<file path="src/rtl/sram_2p_arb.sv">
// Two-requester round-robin arbiter in front of a dual-port SRAM: writes and reads are
// arbitrated independently, and read responses come back one cycle later tagged by requester.
module sram_2p_arb #(
  parameter int ADDR_W = 6,
  parameter int DATA_W = 32
) (
  input  logic                  clk,
  input  logic                  rst,
  input  logic [1:0]            req_valid,
  output logic [1:0]            req_ready,
  input  logic [1:0]            req_we,
  input  logic [2*ADDR_W-1:0]   req_addr,
  input  logic [2*DATA_W-1:0]   req_wdata,
  output logic [1:0]            resp_valid,
  output logic [DATA_W-1:0]     resp_rdata,
  output logic                  mem_wen,
  output logic [ADDR_W-1:0]     mem_waddr,
  output logic [DATA_W-1:0]     mem_wdata,
  output logic                  mem_ren,
  output logic [ADDR_W-1:0]     mem_raddr,
  input  logic [DATA_W-1:0]     mem_rdata
);

  logic [1:0] wr_req, rd_req;
  logic [1:0] wr_grant, rd_grant;
  logic       wr_ptr, rd_ptr;
  logic [1:0] vld_p1;

  // A lone request always wins; under contention the pointer names the winner.
  function automatic logic [1:0] arb(input logic [1:0] req, input logic ptr);
    logic [1:0] g;
    g = req;
    if (req == 2'b11) g = ptr ? 2'b10 : 2'b01;
    return g;
  endfunction

  assign wr_req = req_valid & req_we;
  assign rd_req = req_valid & ~req_we;

  // Stage p0: combinational grant and SRAM drive
  always_comb begin
    wr_grant  = arb(wr_req, wr_ptr);
    rd_grant  = arb(rd_req, rd_ptr);
    req_ready = wr_grant | rd_grant;
    mem_wen   = |wr_grant;
    mem_ren   = |rd_grant;
    mem_waddr = '0;
    mem_wdata = '0;
    mem_raddr = '0;
    if (wr_grant[0]) begin
      mem_waddr = req_addr[ADDR_W-1:0];
      mem_wdata = req_wdata[DATA_W-1:0];
    end else if (wr_grant[1]) begin
      mem_waddr = req_addr[2*ADDR_W-1:ADDR_W];
      mem_wdata = req_wdata[2*DATA_W-1:DATA_W];
    end
    if (rd_grant[0])      mem_raddr = req_addr[ADDR_W-1:0];
    else if (rd_grant[1]) mem_raddr = req_addr[2*ADDR_W-1:ADDR_W];
  end

  // Stage p1: pointer update and response valid, aligned with the SRAM read register
  always_ff @(posedge clk or posedge rst) begin
    if (rst) begin
      wr_ptr <= 1'b0;
      rd_ptr <= 1'b0;
      vld_p1 <= 2'b00;
    end else begin
      if (wr_req == 2'b11) wr_ptr <= ~wr_ptr;
      if (rd_req == 2'b11) rd_ptr <= ~rd_ptr;
      vld_p1 <= rd_grant;
    end
  end

  assign resp_valid = vld_p1;
  assign resp_rdata = mem_rdata;

endmodule

</file>
<file path="config.mk">
export PLATFORM = sky130hd
export DESIGN_NAME = sram_2p_arb
export DESIGN_NICKNAME = d
export VERILOG_FILES = /design/src/rtl/sram_2p_arb.sv
export SDC_FILE = /design/constraint.sdc
export NUM_CORES = 1
export LEC_CHECK = 0
export CORE_MARGIN = 2
export CORE_UTILIZATION = 27
export DETAILED_ROUTE_END_ITERATION = 6
export HOLD_SLACK_MARGIN = 0.02
export PLACE_DENSITY = 0.89
export SLEW_MARGIN = 25
export SYNTH_ARGS = -nofsm -noshare
export SYNTH_HDL_FRONTEND = slang
export SYNTH_SLANG_ARGS = --single-unit
</file>
<file path="constraint.sdc">
create_clock -name clk -period 3.7 [get_ports clk]
set_input_delay 0.74 -clock clk [delete_from_list [all_inputs] [get_ports clk]]
set_output_delay 0.74 -clock clk [all_outputs]
set_load 0.01 [all_outputs]
</file>
==> out/results.ini, run 1 <==
[worst_setup_path]
critPathSlowestCell = clkdlybuf4s50_1
max_stage_delay_ns = 0.57
crit_chain = clkdlybuf4s50_1 > and3_1 > buf_4 > o22ai_1 > clkdlybuf4s50_1
cp_max_fo = 39
worst_ep_required_time_ns = 2.96
cp_common_cell = clkdlybuf4s50_1
crit_arrival_ns = 2.55
end_kind = output port
path_class = in -> out
start_kind = input port

[final_layout]
layout-drive-gt1-share_pct = 6.645
layout.nets = 417
final_cell_mix = clkdlybuf4s50_1 (128), nand3_1 (76), o22ai_1 (46)
syn_to_final_growth_pct = 79.37
diodes = 0
final_common_cell = clkdlybuf4s50_1

[timing]
fin_tns_setup_ns = 0
max_slew_margin_pct = 71.68
worst_slew_pin_slew_ns = 0.4248
hold_violations = 0
worst_slack_ns = 0.4132
rsz0062_at_grt = false
fmax_mhz = 304.3
post-route-min-period_ns = 3.287
setup_viol = 0
fin_crit_sh_pct = 88.83
slew_violations = 0
finClkSkew_ns = 0.002154

[die]
start_util_pct = 27.54
ioPinCount = 196
floorplan.rows = 26
core-area_um2 = 5042
fp.dieH_um = 75.72
die_width_um = 75.72
dieArea_um2 = 5734

[synth]
ys_seq_elements = 4
syn_area_um2 = 1389
synth_top_family_by_area = simple AND/OR/NAND/NOR gates
ys_seq_area_share_pct = 7.207
yosysWarnings = 0
synth_area_leaders = nand3_1 (27%), buf_4 (21%), o22ai_1 (21%)
syn_avg_cell_area_um2 = 6.430
synth_mux_area_share_pct = 0
synth_top_cell_by_area = nand3_1
ys_types = 19
syn_nets = 330
synth_xor_area_share_pct = 1.261
synth_compound_area_share_pct = 20.72
synthCells = 216
synth-simple-area-share_pct = 40.81
synthAdderAreaFrac_pct = 0
synth_top_area_share_pct = 27.39

[job]
maxCapViolations = 0

[global_route]
grt_max_degree = 40
grt.total_usage_pct = 17.52
grt.overflow.total = 0
grt_pass1_wl_um = 7969
antenna_found_initial = 0
grt_pass1_vias = 1739

[clock_tree]
post_cts_buffers = 0
root_buffer = clkbuf_8
cts_hold_buf = 0
cts_buffers = 3
htree_levels = 1
cts_tree = built
clk_pin_slew_ns = 0.03
cts_resized = 0
cts_sinks = 4
clockBufferDepth = 2
clkLatencyLatePin_ns = 0.22

[place]
io_buffer_count = 131
dp_hpwl_um = 4208
dp_slack_ns = 0.4420
gp_congestion = 0.7248

[outcome]
status = finished, final reports clean

[power]
peakVddDrop_v = 0.0001437
pwr_density_cell_nw_per_um2 = 222.7
p_leak_nw = 0.8817

[drt]
num_vias = 1992
drc_errors = 0
ant_nets = 0
firstDrtPassIters = 5
drt_iter0_drc = 112
totalWireLength_um = 5621
wl_per_cell_um = 15.15
vias_per_cell = 5.369

[min_path]
hold_class = reg -> reg

[worst max-delay path, delay by kind of cell]
family,cells,cell delay [ns]
simple gates,1,0.18
compound gates,1,0.17
buf+inv,3,1.44
[cell type report]
class                           instances  area, um2
Inverter                                1      3.754
Sequential cell                         4      100.1
Multi-Input combinational cell        150      872.1
Timing Repair Buffer                  143       1386
Tap cell                               70      87.58
Fill cell                             495       2551
Clock buffer                            3      41.29
[per-stage QoR]
stage | instances | util (%) | hold WS [ns] | total power, mW | cell area (um2)
global route | 371 | 49.40 | 0.5236 | 0.5913 | 2491
detailed placement | 368 | 48.59 | 0.4894 | 0.4636 | 2450
CTS | 371 | 49.40 | 0.4976 | 0.5590 | 2491
finish | 371 | 49.40 | 0.4968 | 0.5547 | 2491
global placement | 368 | 48.59 | 0.4873 | 0.4601 | 2450
floorplan | 216 | - | 0.4515 | 0.2873 | 1389
[cells in the mapped netlist, drive strengths merged]
master,n
and3,1
and3b,2
and4bb,1
buf,59
clkbuf,2
dfrtp,4
inv,1
nand2,4
nand2b,2
nand3,76
nand3b,12
nand4,1
nor2,2
nor3b,1
o22ai,46
xnor2,1
xor2,1
[where the power goes]
part	leakage (nW)	internal (mW)	total, mW	switching (mW)
Sequential	0.0497	0.0571	0.0708	0.0137
Clock	0.0216	0.0693	0.0914	0.0220
Combinational	0.810	0.222	0.393	0.171
[layer usage]
| metal | vias to the layer above | GRT usage, % | wire length (um) |
|---|---|---|---|
| met2 | 109 | 34.59 | 3024 |
| met1 | 922 | 17.97 | 2052 |
| met3 | 16 | 3.175 | 441 |
| met4 | 0 | 6.823 | 103 |
| li1 | 945 | - | - |
| met5 | - | 0 | 0 |
[worst paths after layout]
path	depth (start not counted)	slack, ns	start	end
setup / recovery	5	0.41	req_we[1]	mem_waddr[5]
max in group asynchronous	2	2.84	rst	wr_ptr
hold / removal	1	0.50	wr_ptr	wr_ptr
hold reg to reg	1	0.50	wr_ptr	wr_ptr
setup reg to reg	2	2.67	rd_ptr	resp_valid[1]
min in group asynchronous	2	0.71	rst	resp_valid[0]
[state kept, by name, summed over array words and instances, names as in the netlist]
name and cells:
wr_ptr 1, resp_valid 2, rd_ptr 1
[logic make-up after synthesis]
group,count (synthesis)
AOI/OAI and AO/OA,46
buffers and inverters,62
DFF,4
xor gates and xnor gates,2
and+or+nand+nor,102
Power figures use the tool's default switching activity.
==> run 2: changes to the inputs <==
==> constraint.sdc (replaced) <==
create_clock -name clk -period 4.2 [get_ports clk]
set_input_delay 0.84 -clock clk [delete_from_list [all_inputs] [get_ports clk]]
set_output_delay 0.84 -clock clk [all_outputs]
set_load 0.01 [all_outputs]
==> out/results.ini, run 2 (synthesis results as in run 1) <==
[power]
internal_power_mw = 0.3014  ; -13%
p_comb_share_pct = 70.5  ; -0.3 points
peakVddDrop_v = 0.0001495  ; +4.0%
p_leak_nw = 0.8524  ; -3.3%
clkPwrFrac_pct = 16.7  ; +0.2 points
power.switching_mw = 0.1803  ; -13%
pwr_density_cell_nw_per_um2 = 196.9  ; -12%
power.share.switching_pct = 37.43  ; +0.18 points
pwr-share-seq_pct = 12.8  ; about the same

[worst_setup_path]
regToRegSetupSlack_ns = 3.21  ; +0.54 ns
timing.rr.start = rd_ptr
path_class = in -> out
ff2ff_path_depth = 2  ; unchanged
cp_max_fo = 21  ; -46%
worst_ep_required_time_ns = 3.36  ; +0.40 ns
start_kind = input port
crit_arrival_ns = 2.93  ; +0.38 ns
crit_path_end = mem_wdata[16]
end_kind = output port
crit_start = req_we[1]
rr_endpoint = resp_valid[1]

[final_layout]
diodes = 0  ; unchanged
design_area_um2 = 2446  ; -1.8%
syn_to_final_growth_pct = 76.13
largest_register_ffs = 2  ; unchanged
final_cell_mix = clkdlybuf4s50_1 (128), nand3_1 (76), o22ai_1 (46)
final_common_cell = clkdlybuf4s50_1
layout.nets = 411  ; -1.4%
layout-drive-gt1-share_pct = 4.746  ; -1.9 points
fin_util_pct = 48.51  ; -0.89 points

[clock_tree]
post_cts_buffers = 0  ; unchanged
cts_tree = built
htree_levels = 1  ; unchanged
cts_sinks = 4  ; unchanged
cts_buffers = 3  ; unchanged
clk_pin_slew_ns = 0.03  ; about the same
root_buffer = clkbuf_8
cts_resized = 0  ; unchanged
clkLatencyLatePin_ns = 0.22  ; about the same
cts_hold_buf = 0  ; unchanged
clockBufferDepth = 2  ; unchanged

[global_route]
antenna_found_initial = 0  ; unchanged
grt_max_degree = 50  ; +25%
grt.overflow.total = 0  ; unchanged
grt.total_usage_pct = 17.44  ; -0.081 points
grt_pass1_wl_um = 7817  ; -1.9%
grt_pass1_vias = 1685  ; -3.1%

[place]
gp_congestion = 0.7537  ; +4.0%
io_buffer_count = 131  ; unchanged
place_area_um2 = 2405  ; -1.8%
dp_hpwl_um = 3982  ; -5.4%

[die]
dieArea_um2 = 5734  ; unchanged
fp.dieH_um = 75.72  ; unchanged
core-area_um2 = 5042  ; unchanged
start_util_pct = 27.54  ; unchanged
ioPinCount = 196  ; unchanged
die_width_um = 75.72  ; unchanged
floorplan.rows = 26  ; unchanged

[drt]
firstDrtPassIters = 5  ; unchanged
drt_iter0_drc = 39  ; -65%
num_vias = 1979  ; -0.65%
ant_nets = 0  ; unchanged
vias_per_cell = 5.422  ; +0.98%
drc_errors = 0  ; unchanged
wl_per_cell_um = 15.38  ; +1.5%
totalWireLength_um = 5612  ; -0.16%

[timing]
hold_violations = 0  ; unchanged
rsz0062_at_grt = false
slew_violations = 0  ; unchanged
fin_tns_setup_ns = 0  ; unchanged
fin_crit_sh_pct = 89.81
fmax_mhz = 265.1
finClkSkew_ns = 0.0009610  ; -0.001193 ns
setup_viol = 0  ; unchanged
max_slew_margin_pct = 53.07  ; -19 points
worst_slew_pin_slew_ns = 0.7040  ; +0.2792 ns
post-route-min-period_ns = 3.772

[outcome]
status = finished, final reports clean

[min_path]
hold_class = reg -> reg
hold_depth = 1  ; unchanged

[job]
maxCapViolations = 0  ; unchanged

run 2: cell count changes in the layout (fill, tap and decap cells not counted), sizes merged:
cell / delta
buf: -6
run 2: how the worst min path moves through the flow:
stage / start / end / slack (ns)
global route: wr_ptr / wr_ptr / 0.53
global placement: wr_ptr / wr_ptr / 0.48
floorplan: wr_ptr / wr_ptr / 0.45
CTS: wr_ptr / wr_ptr / 0.50
detailed placement: wr_ptr / wr_ptr / 0.49
finish: wr_ptr / wr_ptr / 0.49
run 2: cell type report:
class	count	area [um2]
fill	518	2596
multi-input combinational	150	872.1
tap	70	87.58
inverter	1	3.754
timing repair buffer	137	1341
sequential	4	100.1
clock buffer	3	41.29
run 2: through the flow:
step / instances / hold WS [ns] / power (mW) / setup slack, ns
after floorplan: 216 / 0.4515 / 0.2531 / 1.829
after global placement: 362 / 0.4839 / 0.3967 / 0.4475
after detailed placement: 362 / 0.4876 / 0.4020 / 0.3849
after CTS: 365 / 0.4957 / 0.4849 / 0.3861
after global routing: 365 / 0.5319 / 0.5121 / 0.3101
final: 365 / 0.4924 / 0.4817 / 0.4280
run 2: routing by layer:
| layer | routed length, um | vias up | share of wire [%] | GRT usage [%] |
|---|---|---|---|---|
| li1 | - | 938 | - | - |
| met1 | 2080 | 896 | 37 | 18.12 |
| met2 | 2933 | 125 | 52 | 33.53 |
| met3 | 456 | 20 | 8.1 | 3.571 |
| met4 | 141 | 0 | 2.5 | 7.407 |
| met5 | 0 | - | 0 | 0 |
run 2: power by group through the flow:
stage / Combinational, mW / Sequential (mW) / Clock [mW]
after floorplan: 0.192 / 0.0609 / 0
after global placement: 0.335 / 0.0618 / 0
after detailed placement: 0.340 / 0.0624 / 0
after CTS: 0.341 / 0.0620 / 0.0814
after global routing: 0.364 / 0.0642 / 0.0834
final: 0.339 / 0.0619 / 0.0805
run 2: worst max-delay path: stages:
cell	delay (ns)
clkdlybuf4s50_1	0.47
and3_1	0.62
buf_4	0.38
o22ai_1	0.11
clkdlybuf4s50_1	0.51
==> run 3: changes to the inputs <==
--- a/config.mk
+++ b/config.mk
@@ -10,6 +10,7 @@
 export DETAILED_ROUTE_END_ITERATION = 6
 export HOLD_SLACK_MARGIN = 0.02
 export PLACE_DENSITY = 0.89
+export SETUP_SLACK_MARGIN = 0.1
 export SLEW_MARGIN = 25
 export SYNTH_ARGS = -nofsm -noshare
 export SYNTH_HDL_FRONTEND = slang
==> results of run 3 <==
No change in the layout: final DEF, timing and power equal those of run 2.
